`config.mk`:
```
export PLATFORM = sky130hd
export DESIGN_NAME = dsp_pipe_ctrl
export DESIGN_NICKNAME = d
export VERILOG_FILES = /design/src/rtl/dsp_pipe_ctrl.sv
export SDC_FILE = /design/constraint.sdc
export NUM_CORES = 1
export LEC_CHECK = 0
export CORE_MARGIN = 2
export CORE_UTILIZATION = 38
export CTS_BUF_LIST = sky130_fd_sc_hd__clkbuf_2 sky130_fd_sc_hd__clkbuf_4 sky130_fd_sc_hd__clkbuf_8
export CTS_CLUSTER_SIZE = 20
export DETAILED_ROUTE_END_ITERATION = 16
export HOLD_SLACK_MARGIN = 0.12
export MAX_ROUTING_LAYER = met4
export PLACE_DENSITY = 0.71
export SETUP_SLACK_MARGIN = 0.4
export SYNTH_ARGS = -nofsm -noshare
export SYNTH_HDL_FRONTEND = slang
export SYNTH_SLANG_ARGS = --single-unit
```
`constraint.sdc`:
```
create_clock -name i_clk -period 1.8 [get_ports i_clk]
set_input_delay 0.36 -clock i_clk [delete_from_list [all_inputs] [get_ports i_clk]]
set_output_delay 0.36 -clock i_clk [all_outputs]
set_load 0.1 [all_outputs]
```
`src/rtl/dsp_pipe_ctrl.sv`:
```
// dsp_pipe_ctrl: issue/stall/bubble sequencer beside the DSP decode stage.
// Tracks in-flight write-back destinations, holds the pipe for multi-cycle
// MUL/MAC, and freezes fetch until an outstanding branch resolves.
//
//   state       | meaning
//   ------------+-------------------------------------------------------------
//   ST_RUN      | normal issue; decode advances when no RAW hazard/flush
//   ST_MUL_WAIT | multi-cycle MUL/MAC in execute; scoreboard frozen, no issue
//   ST_BR_WAIT  | branch issued, waiting for execute to resolve it
module dsp_pipe_ctrl #(
  parameter int WB_DEPTH     = 3,
  parameter int MUL_LAT      = 2,
  parameter int REG_ADDR_LEN = 5
) (
  input  logic                    i_clk,
  input  logic                    i_rst_n,
  input  logic                    i_dec_valid,
  input  logic [REG_ADDR_LEN-1:0] i_dec_src1_addr,
  input  logic [REG_ADDR_LEN-1:0] i_dec_src2_addr,
  input  logic [REG_ADDR_LEN-1:0] i_dec_src3_addr,
  input  logic [2:0]              i_dec_src_used,
  input  logic [REG_ADDR_LEN-1:0] i_dec_dest,
  input  logic                    i_dec_wb_en,
  input  logic                    i_dec_multi,
  input  logic                    i_dec_branch,
  input  logic                    i_br_resolved,
  input  logic                    i_br_taken,
  output logic                    o_issue,
  output logic                    o_stall_decode,
  output logic                    o_stall_fetch,
  output logic                    o_bubble,
  output logic                    o_flush,
  output logic                    o_hazard
);

  localparam int CNT_W = (MUL_LAT < 2) ? 1 : $clog2(MUL_LAT + 1);

  typedef enum logic [1:0] {
    ST_RUN      = 2'd0,
    ST_MUL_WAIT = 2'd1,
    ST_BR_WAIT  = 2'd2
  } state_t;

  state_t                                   r_state;
  state_t                                   w_state_nxt;
  logic [CNT_W-1:0]                         r_mul_cnt;
  logic [CNT_W-1:0]                         w_mul_cnt_nxt;
  logic                                     r_flush;
  logic                                     w_flush_nxt;
  logic [WB_DEPTH-1:0]                      r_sb_valid;
  logic [WB_DEPTH-1:0][REG_ADDR_LEN-1:0]    r_sb_dest;
  logic                                     w_match;
  logic                                     w_hazard;
  logic                                     w_run;
  logic                                     w_issue;
  logic                                     w_stall_decode;

  // RAW detect: every entry is compared, including the one retiring this
  // cycle, because a same-cycle regfile write is not visible to decode.
  always_comb begin
    w_match = 1'b0;
    for (int i = 0; i < WB_DEPTH; i++) begin
      if (r_sb_valid[i]) begin
        if (i_dec_src_used[0] && (r_sb_dest[i] == i_dec_src1_addr)) w_match = 1'b1;
        if (i_dec_src_used[1] && (r_sb_dest[i] == i_dec_src2_addr)) w_match = 1'b1;
        if (i_dec_src_used[2] && (r_sb_dest[i] == i_dec_src3_addr)) w_match = 1'b1;
      end
    end
  end

  assign w_hazard       = i_dec_valid & w_match;
  assign w_run          = (r_state == ST_RUN);
  assign w_issue        = i_dec_valid & w_run & ~w_hazard & ~r_flush;
  assign w_stall_decode = i_dec_valid & ~w_issue & ~r_flush;

  assign o_issue        = w_issue;
  assign o_stall_decode = w_stall_decode;
  assign o_stall_fetch  = w_stall_decode | ~w_run;
  assign o_bubble       = ~w_issue;
  assign o_flush        = r_flush;
  assign o_hazard       = w_hazard;

  // Scoreboard shift register; frozen while a multi-cycle op occupies execute.
  always_ff @(posedge i_clk or negedge i_rst_n) begin
    if (!i_rst_n) begin
      r_sb_valid <= '0;
      r_sb_dest  <= '0;
    end else if (r_state != ST_MUL_WAIT) begin
      r_sb_valid[0] <= w_issue & i_dec_wb_en;
      r_sb_dest[0]  <= w_issue ? i_dec_dest : '0;
      for (int i = 1; i < WB_DEPTH; i++) begin
        r_sb_valid[i] <= r_sb_valid[i-1];
        r_sb_dest[i]  <= r_sb_dest[i-1];
      end
    end
  end

  // Next-state logic: MUL hold down-counter and branch resolution.
  always_comb begin
    w_state_nxt   = r_state;
    w_mul_cnt_nxt = r_mul_cnt;
    w_flush_nxt   = 1'b0;
    unique case (r_state)
      ST_RUN: begin
        if (w_issue) begin
          if (i_dec_multi && (MUL_LAT > 0)) begin
            w_state_nxt   = ST_MUL_WAIT;
            w_mul_cnt_nxt = CNT_W'(MUL_LAT);
          end else if (i_dec_branch) begin
            w_state_nxt = ST_BR_WAIT;
          end
        end
      end
      ST_MUL_WAIT: begin
        w_mul_cnt_nxt = r_mul_cnt - CNT_W'(1);
        if (r_mul_cnt == CNT_W'(1)) begin
          w_state_nxt = ST_RUN;
        end
      end
      ST_BR_WAIT: begin
        if (i_br_resolved) begin
          w_state_nxt = ST_RUN;
          w_flush_nxt = i_br_taken;
        end
      end
      default: begin
        w_state_nxt   = ST_RUN;
        w_mul_cnt_nxt = '0;
      end
    endcase
  end

  // State, counter and flush pulse registers.
  always_ff @(posedge i_clk or negedge i_rst_n) begin
    if (!i_rst_n) begin
      r_state   <= ST_RUN;
      r_mul_cnt <= '0;
      r_flush   <= 1'b0;
    end else begin
      r_state   <= w_state_nxt;
      r_mul_cnt <= w_mul_cnt_nxt;
      r_flush   <= w_flush_nxt;
    end
  end

endmodule

```
==> out/metrics.csv <==
metric;value;unit
status;finished, violations left;
failing checks;negative setup slack;
CP Max Fanout;5;
Most used DFF post-synth;dfrtp_1;
DR DRC count;0;
Die Y;66.49;µm
first-pass GRT wire length;6748;µm
Post-Syn Area per Cell;10.91;µm²
Max Buffers Root-to-Sink;2;
setup TNS;-4384;ps
Antenna diodes;0;
via/cell ratio;5.236;
HP Class;in -> async;
Clock Pin Slew Worst Setup and Hold Paths;80;ps
Final Critical Period;2419;ps
H-tree depth;1;
CTS Buf Count;3;
Most common cell on crit path;buf_12;
final hold slack;442.0;ps
Area Overhead vs Synth;57.25;%
R2R setup slack;-240;ps
Routed WL per cell;16.75;µm
RSZ-0062 raised after global routing;yes;
largest net degree at the start of global routing;24;
Rows;22;
most frequent cells in the layout;xor2_1, buf_4, dfrtp_1, clkdlybuf4s50_1, dlygate4sd2_1;
Die Footprint;4421;µm²
die width;66.49;µm
dpl cell area;2211;µm²
synthesized area;1484;µm²
Overall Global Routing Usage;0.2101;
sequential area share after synthesis;0.3879;
synth unique cells;28;
Final nets;235;
initial antenna violation count;0;
CP Cell Sequence;xor2_1 -> nor4_1 -> nand3_1 -> a21boi_2 -> nor3_4 -> buf_12 -> o21ai_4 -> buf_12;
worst slack, placed;-841.9;ps
IO Count;37;
Setup Viol. Count Final;15;
final wirelength;4188;µm
most common cell after layout, fill and taps aside;xor2_1;
Overall Power;3.347;mW
total grt overflow;0;
Pins Over Slew Limit;0;
CORE AREA;3716;µm²
TritonCTS clock tree;done;
cts hold-fix bufs;0;
drt pass-1 iters;4;
crit-path max cell delay;460;ps
multi-input logic area;977.2;µm²
Leak;1.071;nW
vias in the first global route;1500;
Worst-Margin Slew;371.6;ps
clk_skew;1.903;ps
r2r endpoint;r_state[0];
Fillers;331;
R2R Path Start;r_sb_dest[13];
fin crit share;1.344;
Synth Register Bits;23;
critical path arrival;2060;ps
Async S/R FF share, synth;1.000;
crit path launch type;flip-flop;
via count;1309;
Rel. slew slack;0.7513;
clk sinks;23;
Max Clk Rate;0.4135;GHz
CP Capture Type;output port;
Post-Synthesis Cells;136;
post-route ant nets;0;
Req. time, crit path;1440;ps
MaxCap Viol Count;0;
worst vdd ir;0.9146;mV
post-route setup slack;-618.6;ps
register area;584.3;µm²
CTS root buf;clkbuf_8;
DR iter-0 viols;58;
hpwl dp;3287;µm
I/O Buffers;36;
GPL Wtd Cong;0.9500;
EDFF count, synth;0;
Ys Warns;0;
layout cells sized above 1;0.3713;
kind of critical path;reg -> out;
final hold violation count;0;
Post-Layout Inst Area;2333;µm²
PwrDens;1434;nW/µm²
CP max-delay cell;dfrtp_1;
Syn Nets;168;
Clk Latency, worst-skew pair;260;ps
Reg2Reg Depth;9;
Initial Util;0.3993;
-- power by group --
group	internal (mW)	leakage (nW)	switching (mW)
Combinational	1.00	0.753	0.981
Sequential	0.740	0.292	0.311
Clock	0.154	0.0255	0.160
-- final cells by class --
| type | count | share of cell area |
|---|---|---|
| multi-input combinational | 106 | 0.4188 |
| timing repair buffer | 66 | 0.2804 |
| sequential | 23 | 0.2504 |
| tap | 48 | 0.02574 |
| clock buffer | 3 | 0.01769 |
| inverter | 3 | 0.004826 |
| clock inverter | 1 | 0.002145 |
-- Yosys cell counts, types with 2 or more instances --
cell / n / share of area
nand3_1: 3 / 0.010
o21ai_0: 3 / 0.010
nand2_1: 3 / 0.0076
xnor2_1: 9 / 0.053
dfrtp_1: 23 / 0.39
nor2b_1: 2 / 0.0084
mux2_2: 12 / 0.091
clkbuf_1: 2 / 0.0051
inv_1: 3 / 0.0076
and2_1: 2 / 0.0084
a32o_1: 7 / 0.047
nor4_1: 9 / 0.038
nand4_1: 8 / 0.034
xor2_1: 36 / 0.21
-- stage by stage --
stage	instances	util
2_1_floorplan	136	-
3_3_place_gp	244	0.5949
3_5_place_dp	244	0.5949
4_1_cts	250	0.6222
5_1_grt	250	0.6279
6_report	250	0.6279
-- repair_timing --
action                                  CTS  global route
buffers inserted                          2             0
pin swaps                                26             1
endpoints found under the setup margin   27            27
resized for setup                        29             4
endpoints found under the hold margin     0             0
-- worst max-delay path, delay by kind of cell (launching register included) --
family / cells / cell delay (ps)
xor gates and xnor gates: 1 / 190
and+or+nand+nor: 3 / 500
DFF: 1 / 460
AOI/OAI and AO/OA: 2 / 320
buffers and inverters: 2 / 330
-- flip-flops by register name, summed over array words and instances, names as in the netlist --
name and count:
r_state 2, o_flush 1, r_sb_dest 15, r_mul_cnt 2
r_sb_valid 3
-- layer usage --
layer	vias to the layer above	wire, µm	part of all wire	track usage
li1	623	-	-	-
met1	624	1663	0.40	0.2217
met2	52	2158	0.52	0.4000
met3	10	254	0.061	0.03209
met4	0	112	0.027	0.06378
met5	-	0	0	-
-- worst max path at each step --
stage | slack [ps] | start | to | cells after the start
2_1_floorplan | -450 | r_sb_dest[11] | o_stall_decode | 7
3_3_place_gp | -790 | i_dec_src2_addr[1] | o_stall_decode | 9
3_5_place_dp | -840 | i_dec_src2_addr[4] | o_stall_decode | 9
4_1_cts | -640 | r_sb_dest[6] | o_stall_fetch | 9
5_1_grt | -710 | r_sb_dest[12] | o_stall_fetch | 9
6_report | -620 | r_sb_dest[13] | o_stall_fetch | 8
-- kinds of logic after synthesis --
kind of cell    Yosys count  share of synthesized area
xor+xnor                 45                     0.2656
mux                      12                    0.09106
simple gates             33                     0.1391
buf+inv                   7                    0.02276
flops                    23                     0.3879
compound gates           15                    0.08516
fa+ha+maj                 1                   0.008430
(Power assumes the default switching activity.)
